[config.mk]
export PLATFORM = sky130hd
export DESIGN_NAME = bounce_box
export DESIGN_NICKNAME = d
export VERILOG_FILES = /design/src/rtl/bounce_box.sv
export SDC_FILE = /design/constraint.sdc
export NUM_CORES = 1
export LEC_CHECK = 0
export CAP_MARGIN = 20
export CORE_MARGIN = 4
export CORE_UTILIZATION = 59
export DETAILED_ROUTE_END_ITERATION = 8
export PLACE_DENSITY = 0.81
export RECOVER_POWER = 100
export SLEW_MARGIN = 25
export SYNTH_ARGS = -nofsm -noshare
export SYNTH_HDL_FRONTEND = slang
export SYNTH_SLANG_ARGS = --single-unit
[constraint.sdc]
create_clock -name clk -period 3.5 [get_ports clk]
set_clock_uncertainty 0.05 [all_clocks]
set_input_delay 0.35 -clock clk [delete_from_list [all_inputs] [get_ports clk]]
set_output_delay 0.35 -clock clk [all_outputs]
set_load 0.05 [all_outputs]
[src/rtl/bounce_box.sv]
// Bouncing square overlay: tracks the visible line, moves the box once per frame
// and emits a registered 12-bit RGB pixel for every pixel-enable cycle.
module bounce_box #(
  parameter int          H_ACTIVE  = 640,
  parameter int          V_ACTIVE  = 480,
  parameter int          BOX_SIZE  = 32,
  parameter int          STEP      = 2,
  parameter logic [11:0] BOX_COLOR = 12'hF80,
  parameter logic [11:0] BG_COLOR  = 12'h008
) (
  input  logic       clk,
  input  logic       i_sclr,
  input  logic       i_px_clk,
  input  logic       i_haddr_en,
  input  logic [9:0] i_hidx,
  input  logic       i_vaddr_en,
  input  logic       i_pause,
  output logic [3:0] o_vga_red,
  output logic [3:0] o_vga_green,
  output logic [3:0] o_vga_blue,
  output logic       o_frame_tick
);

  localparam logic [10:0] MAX_X  = 11'(H_ACTIVE - BOX_SIZE);
  localparam logic [10:0] MAX_Y  = 11'(V_ACTIVE - BOX_SIZE);
  localparam logic [10:0] STEP_W = 11'(STEP);
  localparam logic [10:0] BOX_W  = 11'(BOX_SIZE);
  localparam logic [9:0]  H_LAST = 10'(H_ACTIVE - 1);
  localparam logic [9:0]  V_LAST = 10'(V_ACTIVE - 1);

  logic [9:0]  v_idx_q, v_idx_d;
  logic        vaddr_q, vaddr_d;
  logic [9:0]  x_q, x_d, y_q, y_d;
  logic        dir_x_q, dir_x_d, dir_y_q, dir_y_d;
  logic [11:0] color_q, color_d;
  logic        frame_tick_s;
  logic        hit_s;

  // One axis step; returns {dir, pos}. 11-bit sums keep pos+STEP from wrapping.
  function automatic logic [10:0] bounce(input logic [9:0] pos, input logic dir,
                                         input logic [10:0] max_pos);
    logic [10:0] sum;
    logic [10:0] res;
    sum = {1'b0, pos} + STEP_W;
    if (dir) begin
      if (sum >= max_pos) res = {1'b0, max_pos[9:0]};
      else                res = {1'b1, sum[9:0]};
    end else begin
      if ({1'b0, pos} <= STEP_W) res = {1'b1, 10'd0};
      else                       res = {1'b0, pos - STEP_W[9:0]};
    end
    return res;
  endfunction

  assign frame_tick_s = i_px_clk & vaddr_q & ~i_vaddr_en;

  assign hit_s = ({1'b0, i_hidx}  >= {1'b0, x_q}) && ({1'b0, i_hidx}  < ({1'b0, x_q} + BOX_W)) &&
                 ({1'b0, v_idx_q} >= {1'b0, y_q}) && ({1'b0, v_idx_q} < ({1'b0, y_q} + BOX_W));

  always_comb begin
    v_idx_d = v_idx_q;
    vaddr_d = vaddr_q;
    color_d = color_q;
    x_d     = x_q;
    y_d     = y_q;
    dir_x_d = dir_x_q;
    dir_y_d = dir_y_q;
    if (i_px_clk) begin
      vaddr_d = i_vaddr_en;
      if (!i_vaddr_en) begin
        v_idx_d = 10'd0;
      end else if (i_haddr_en && (i_hidx == H_LAST) && (v_idx_q != V_LAST)) begin
        v_idx_d = v_idx_q + 10'd1;
      end else begin
        v_idx_d = v_idx_q;
      end
      if (i_haddr_en && i_vaddr_en) begin
        color_d = hit_s ? BOX_COLOR : BG_COLOR;
      end else begin
        color_d = 12'h000;
      end
    end else begin
      color_d = color_q;
    end
    // Motion only at the end of the visible frame, so a frame never tears.
    if (frame_tick_s && !i_pause) begin
      {dir_x_d, x_d} = bounce(x_q, dir_x_q, MAX_X);
      {dir_y_d, y_d} = bounce(y_q, dir_y_q, MAX_Y);
    end else begin
      x_d = x_q;
      y_d = y_q;
    end
  end

  always_ff @(posedge clk or posedge i_sclr) begin
    if (i_sclr) begin
      v_idx_q <= 10'd0;
      vaddr_q <= 1'b0;
      color_q <= 12'h000;
      x_q     <= 10'd0;
      y_q     <= 10'd0;
      dir_x_q <= 1'b1;
      dir_y_q <= 1'b1;
    end else begin
      v_idx_q <= v_idx_d;
      vaddr_q <= vaddr_d;
      color_q <= color_d;
      x_q     <= x_d;
      y_q     <= y_d;
      dir_x_q <= dir_x_d;
      dir_y_q <= dir_y_d;
    end
  end

  assign o_vga_red    = color_q[11:8];
  assign o_vga_green  = color_q[7:4];
  assign o_vga_blue   = color_q[3:0];
  assign o_frame_tick = frame_tick_s;

endmodule

# Yosys cells after proc, flatten, opt, wreduce, memory -nomap -nowiden
# Index checks and enable logic that the tools add are counted.
# Widths: inputs -> output; s select.
# op_classes
addsub	7
order_cmp	8
n_eq_ne	3
mux	10
bitwise_logic	3
n_reduce_logical	9
# op_table
operator	count
$mux 11	6
$mux 12	2
$add 10x2->11 const B	2
$add 10x6->11 const B	2
$lt 10x11->1	2
$ge 10x10->1	2
$le 10x2->1 const B	2
$mux 10	2
$sub 10x2->10 const B	2
$ge 11x10->1 const B	1
$ge 11x9->1 const B	1
$add 10x1->10 const B	1
$eq 10x10->1 const B	1
$ne 10x9->1 const B	1
$logic_and 1x1->1	7
$and 1x1->1	2
$ne 2x1->1 const B	1
$reduce_and 2->1	1
$logic_not 1->1	1
$not 1->1	1
# word_totals
regBits	45
inputBits	16
output_inout_bits	13
wordCells	47

# Logic depth before layout (Yosys ltp)
# logic_depth
depth_word	7
depth_mapped	11
ltp_nobuf	10

# Worst setup path after synthesis
# No wires, ideal clock.
# synth_path
path_type	register to register
startpoint	reg x_q[6]
endpoint	reg color_q[10]
setup_ns	0.066
arrival_ns	2.374
required_time_ns	3.384
path_slack_ns	1.010
stages_incl_launch_ff	12
path_buffers	1
period_less_slack_ns	2.490
path_cell_list	dfrtp_1 -> clkbuf_1 -> inv_1 -> ha_1 -> inv_1 -> ha_1 -> a21o_1 -> a21oi_1 -> nor2b_1 -> o311a_1 -> nor4_1 -> a22o_1
# synth_via
elab_chain_len	7
word_cells_on_any_way	8
cone_classes	add/sub (1); order compare (2); mux (2); reduce/logical (3)
# synth_lines
item	line_no	text
start: declaration	33	logic [9:0] x_q, x_d, y_q, y_d;
start signal: assignment	100	x_q <= 10'd0;
start signal: assignment	108	x_q <= x_d;
$add 10x6->11	57	assign hit_s = ({1'b0, i_hidx} >= {1'b0, x_q}) && ({1'b0, i_hidx} < ({1'b0, x_q} + BOX_W)) &&
$lt 10x11->1	57	
$logic_and 1x1->1 (*) (2 in a row)	57	
$logic_and 1x1->1 (*)	58	({1'b0, v_idx_q} >= {1'b0, y_q}) && ({1'b0, v_idx_q} < ({1'b0, y_q} + BOX_W));
$mux 12 (*)	78	color_d = hit_s ? BOX_COLOR : BG_COLOR;
$mux 12 (*)	77	if (i_haddr_en && i_vaddr_en) begin
end signal: assignment	107	color_q <= color_d;
end: declaration	35	logic [11:0] color_q, color_d;
# Every way passes the cells marked *; elsewhere a longest branch is shown, timed or not.
# A chain may end at the register's enable or synchronous reset.

# Worst setup path in the final report
# layout_path
startpoint	reg x_q[6]
endpoint	reg x_q[4]
# layout_via
elab_chain_len	4
word_cells_on_any_way	6
cone_classes	add/sub (1); order compare (2); mux (3)
# layout_lines
item	line_no	text
$add 10x2->11	44	sum = {1'b0, pos} + STEP_W;
$ge 11x10->1	46	if (sum >= max_pos) res = {1'b0, max_pos[9:0]};
$mux 11	46	
$mux 11 (*)	45	if (dir) begin
# Marks and branches as above.

==> impl_results.md <==
* Die ar. at 6800 sq um
* Synth cell types at 65
* Leak at 1.55 nW
* Synthesized area at 3270 sq um
* Startpoint types: flip-flop
* Initial antenna violation count at 0
* Final hold violations at 0
* Clock Path Buffers at 2
* Worst path depth at 5
* Clock transition at path regs at 0.07 ns
* Residual DRC count at 0
* Vias per cell at 6.57
* Hold Crit Class: reg -> reg
* Max Cap Viol at 0
* Pwr/cell area at 526 nW/um^2
* Fmax at 330 MHz
* Max Fanout on Critical Path at 13
* Most used flip-flop cell after synthesis: dfrtp_1
* Setup violators final at 0
* Largest net degree at the start of global routing at 22
* Post-DP HPWL at 6480 um
* Crit path kind: reg -> reg
* Largest delay share family, worst path: compound AO/OA/AOI/OAI gates
* DR vias at 3202
* Layout cells sized above 1 at 4.80%
* Top Ports at 29
* WP data arrival at 3.14 ns
* Seq/Total Area, Yosys at 25.3%
* CTS Hold Bufs at 0
* Status: completed
* Number of port buffers at 22
* Post-CTS Resized at 0
* H-tree levels at 2
* Unrepaired setup endpoints after global routing: false
* Syn Area/Cell at 8.13 sq um
* Final Power at 1.86 mW
* WHS Path Cells at 1
* Post-route cell area at 3530 sq um
* CTS tree: done
* Rel. slew slack at 13.9%
* Die X at 82.4 um
* Worst Tran Pin Value at 1.28 ns
* CTS buffer count at 5
* Grt total ovfl at 0
* GPL Wtd Cong at 0.978
* Vias in the first global route at 3016
* Worst r2r path cells at 5
* Antenna-violating nets left at 0
* Fin. max-slew vios at 0
* Tot GR Track Use at 27.1%
* Die Y at 82.4 um
* WP buf/inv at 0
* First-pass GRT wire length at 14400 um
* Minimum clock period at 3.03 ns
* Layout area overhead at 7.96%
* Post-CTS setup buffers at 0
* 1st-pass router iterations at 5
* Final WL at 8630 um
* CTS root buf: clkbuf_8
* # rows at 26
* CP Cell Sequence: or4_1, a2111oi_0, nor2_2, a221oi_1, o22ai_1
* Clock sink total at 33
* Share of synthesized registers carrying an async set or reset at 100%
* Placed inst area at 3490 sq um
* Starting Density at 62.4%
* Fill cells at 452
* Crit-path slowest cell: a2111oi_0
* Iteration-0 DRC Markers at 257
* CP Capture Type: flip-flop
* Cells after Synth at 402
* Clock Latency Late Sink at 0.29 ns
* Peak VDD IR at 407 uV
* Nets at 471
* Period utilisation layout at 86.6%
* Core Region at 5240 sq um
* Routed len/inst at 17.7 um
* Post-synth EDFFs at 0
* Yosys warns at 0
* CP peak stage delay at 1.00 ns
* Setup tns final at 0 ns
* Ant diodes at 0
* FF+latch count, synth at 33
* WHS at 0.449 ns
* CP required at 3.61 ns
-- metal layers --
metal	track usage [%]	up-vias	part of all wire, %
met5	0	-	0
met4	9.80	0	1.2
met3	3.25	17	6.7
met2	44.6	163	47
met1	36.5	1511	45
li1	-	1511	-
-- flip-flops by register name, indices dropped and copies added (netlist names) --
name     cells
x_q          9
vaddr_q      1
v_idx_q     10
dir_y_q      1
y_q          9
color_q      2
dir_x_q      1
-- where the power goes --
part           switching, mW  internal [mW]
Sequential             0.177          0.468
Combinational          0.560          0.364
Clock                  0.149          0.138
-- per-stage QoR --
| step | instances | util (%) | setup slack (ns) |
|---|---|---|---|
| 3_3_place_gp | 479 | 66.7 | 0.879 |
| 2_1_floorplan | 407 | - | 1.01 |
| 3_5_place_dp | 479 | 66.7 | 0.627 |
| 5_1_grt | 487 | 67.4 | 0.251 |
| 4_1_cts | 487 | 68.2 | 0.609 |
| 6_report | 487 | 67.4 | 0.470 |
-- Yosys cell counts, drive strengths merged (4+ instances only) --
library cell | number | share of area [%]
o21a | 5 | 1.1
nand2 | 35 | 4.0
o211ai | 4 | 0.92
a21oi | 25 | 3.8
mux2i | 4 | 1.2
nor3 | 13 | 2.0
nor2 | 20 | 2.4
nand3 | 18 | 2.8
inv | 30 | 3.4
o31ai | 7 | 1.6
ha | 39 | 15
dfrtp | 31 | 24
nor2b | 4 | 0.77
o22ai | 6 | 1.1
xnor2 | 11 | 2.9
clkbuf | 8 | 0.92
o21ai | 30 | 4.7
nor4 | 5 | 0.96
a21o | 5 | 1.1
a31oi | 9 | 1.7
nand4 | 9 | 1.7
buf | 18 | 3.9
and3 | 12 | 2.3
-- placed cells by master (no fill, tap or decap), types with 11 or more instances in the layout --
cell,synthesis,routed
dfrtp_1,31,31
nand2_1,35,35
nor3_1,13,13
and3_1,12,12
xnor2_1,11,11
clkdlybuf4s50_1,0,13
ha_1,39,39
nor2_1,19,19
inv_1,30,30
o21ai_0,29,30
a21oi_1,25,25
nand3_1,18,18
-- logic make-up after synthesis --
kind of cell    synth area share (%)
fa+ha+maj                       14.9
mux                             1.22
flops                           25.3
compound gates                  25.4
buf+inv                         8.23
xor+xnor                        2.95
simple gates                    21.9
other cells                    0.115
-- layout make-up --
class,instances,area (sq um),area share [%]
Inverter,30,113,3.19
Clock buffer,6,72.6,2.06
Timing Repair Buffer,28,254,7.20
Tap cell,70,87.6,2.48
Sequential cell,33,828,23.5
Clock inverter,2,10.0,0.284
Multi-Input combinational cell,318,2160,61.3
-- final timing paths --
kind | startpoint | to | slack [ns]
max reg2reg | x_q[6] | x_q[4] | 0.47
min | color_q[3] | color_q[3] | 0.45
max in group asynchronous | i_sclr | y_q[9] | 1.54
min in group asynchronous | i_sclr | vaddr_q | 0.56
min reg2reg | color_q[3] | color_q[3] | 0.45
max | x_q[6] | x_q[4] | 0.47
Power figures use the tool's default switching activity.
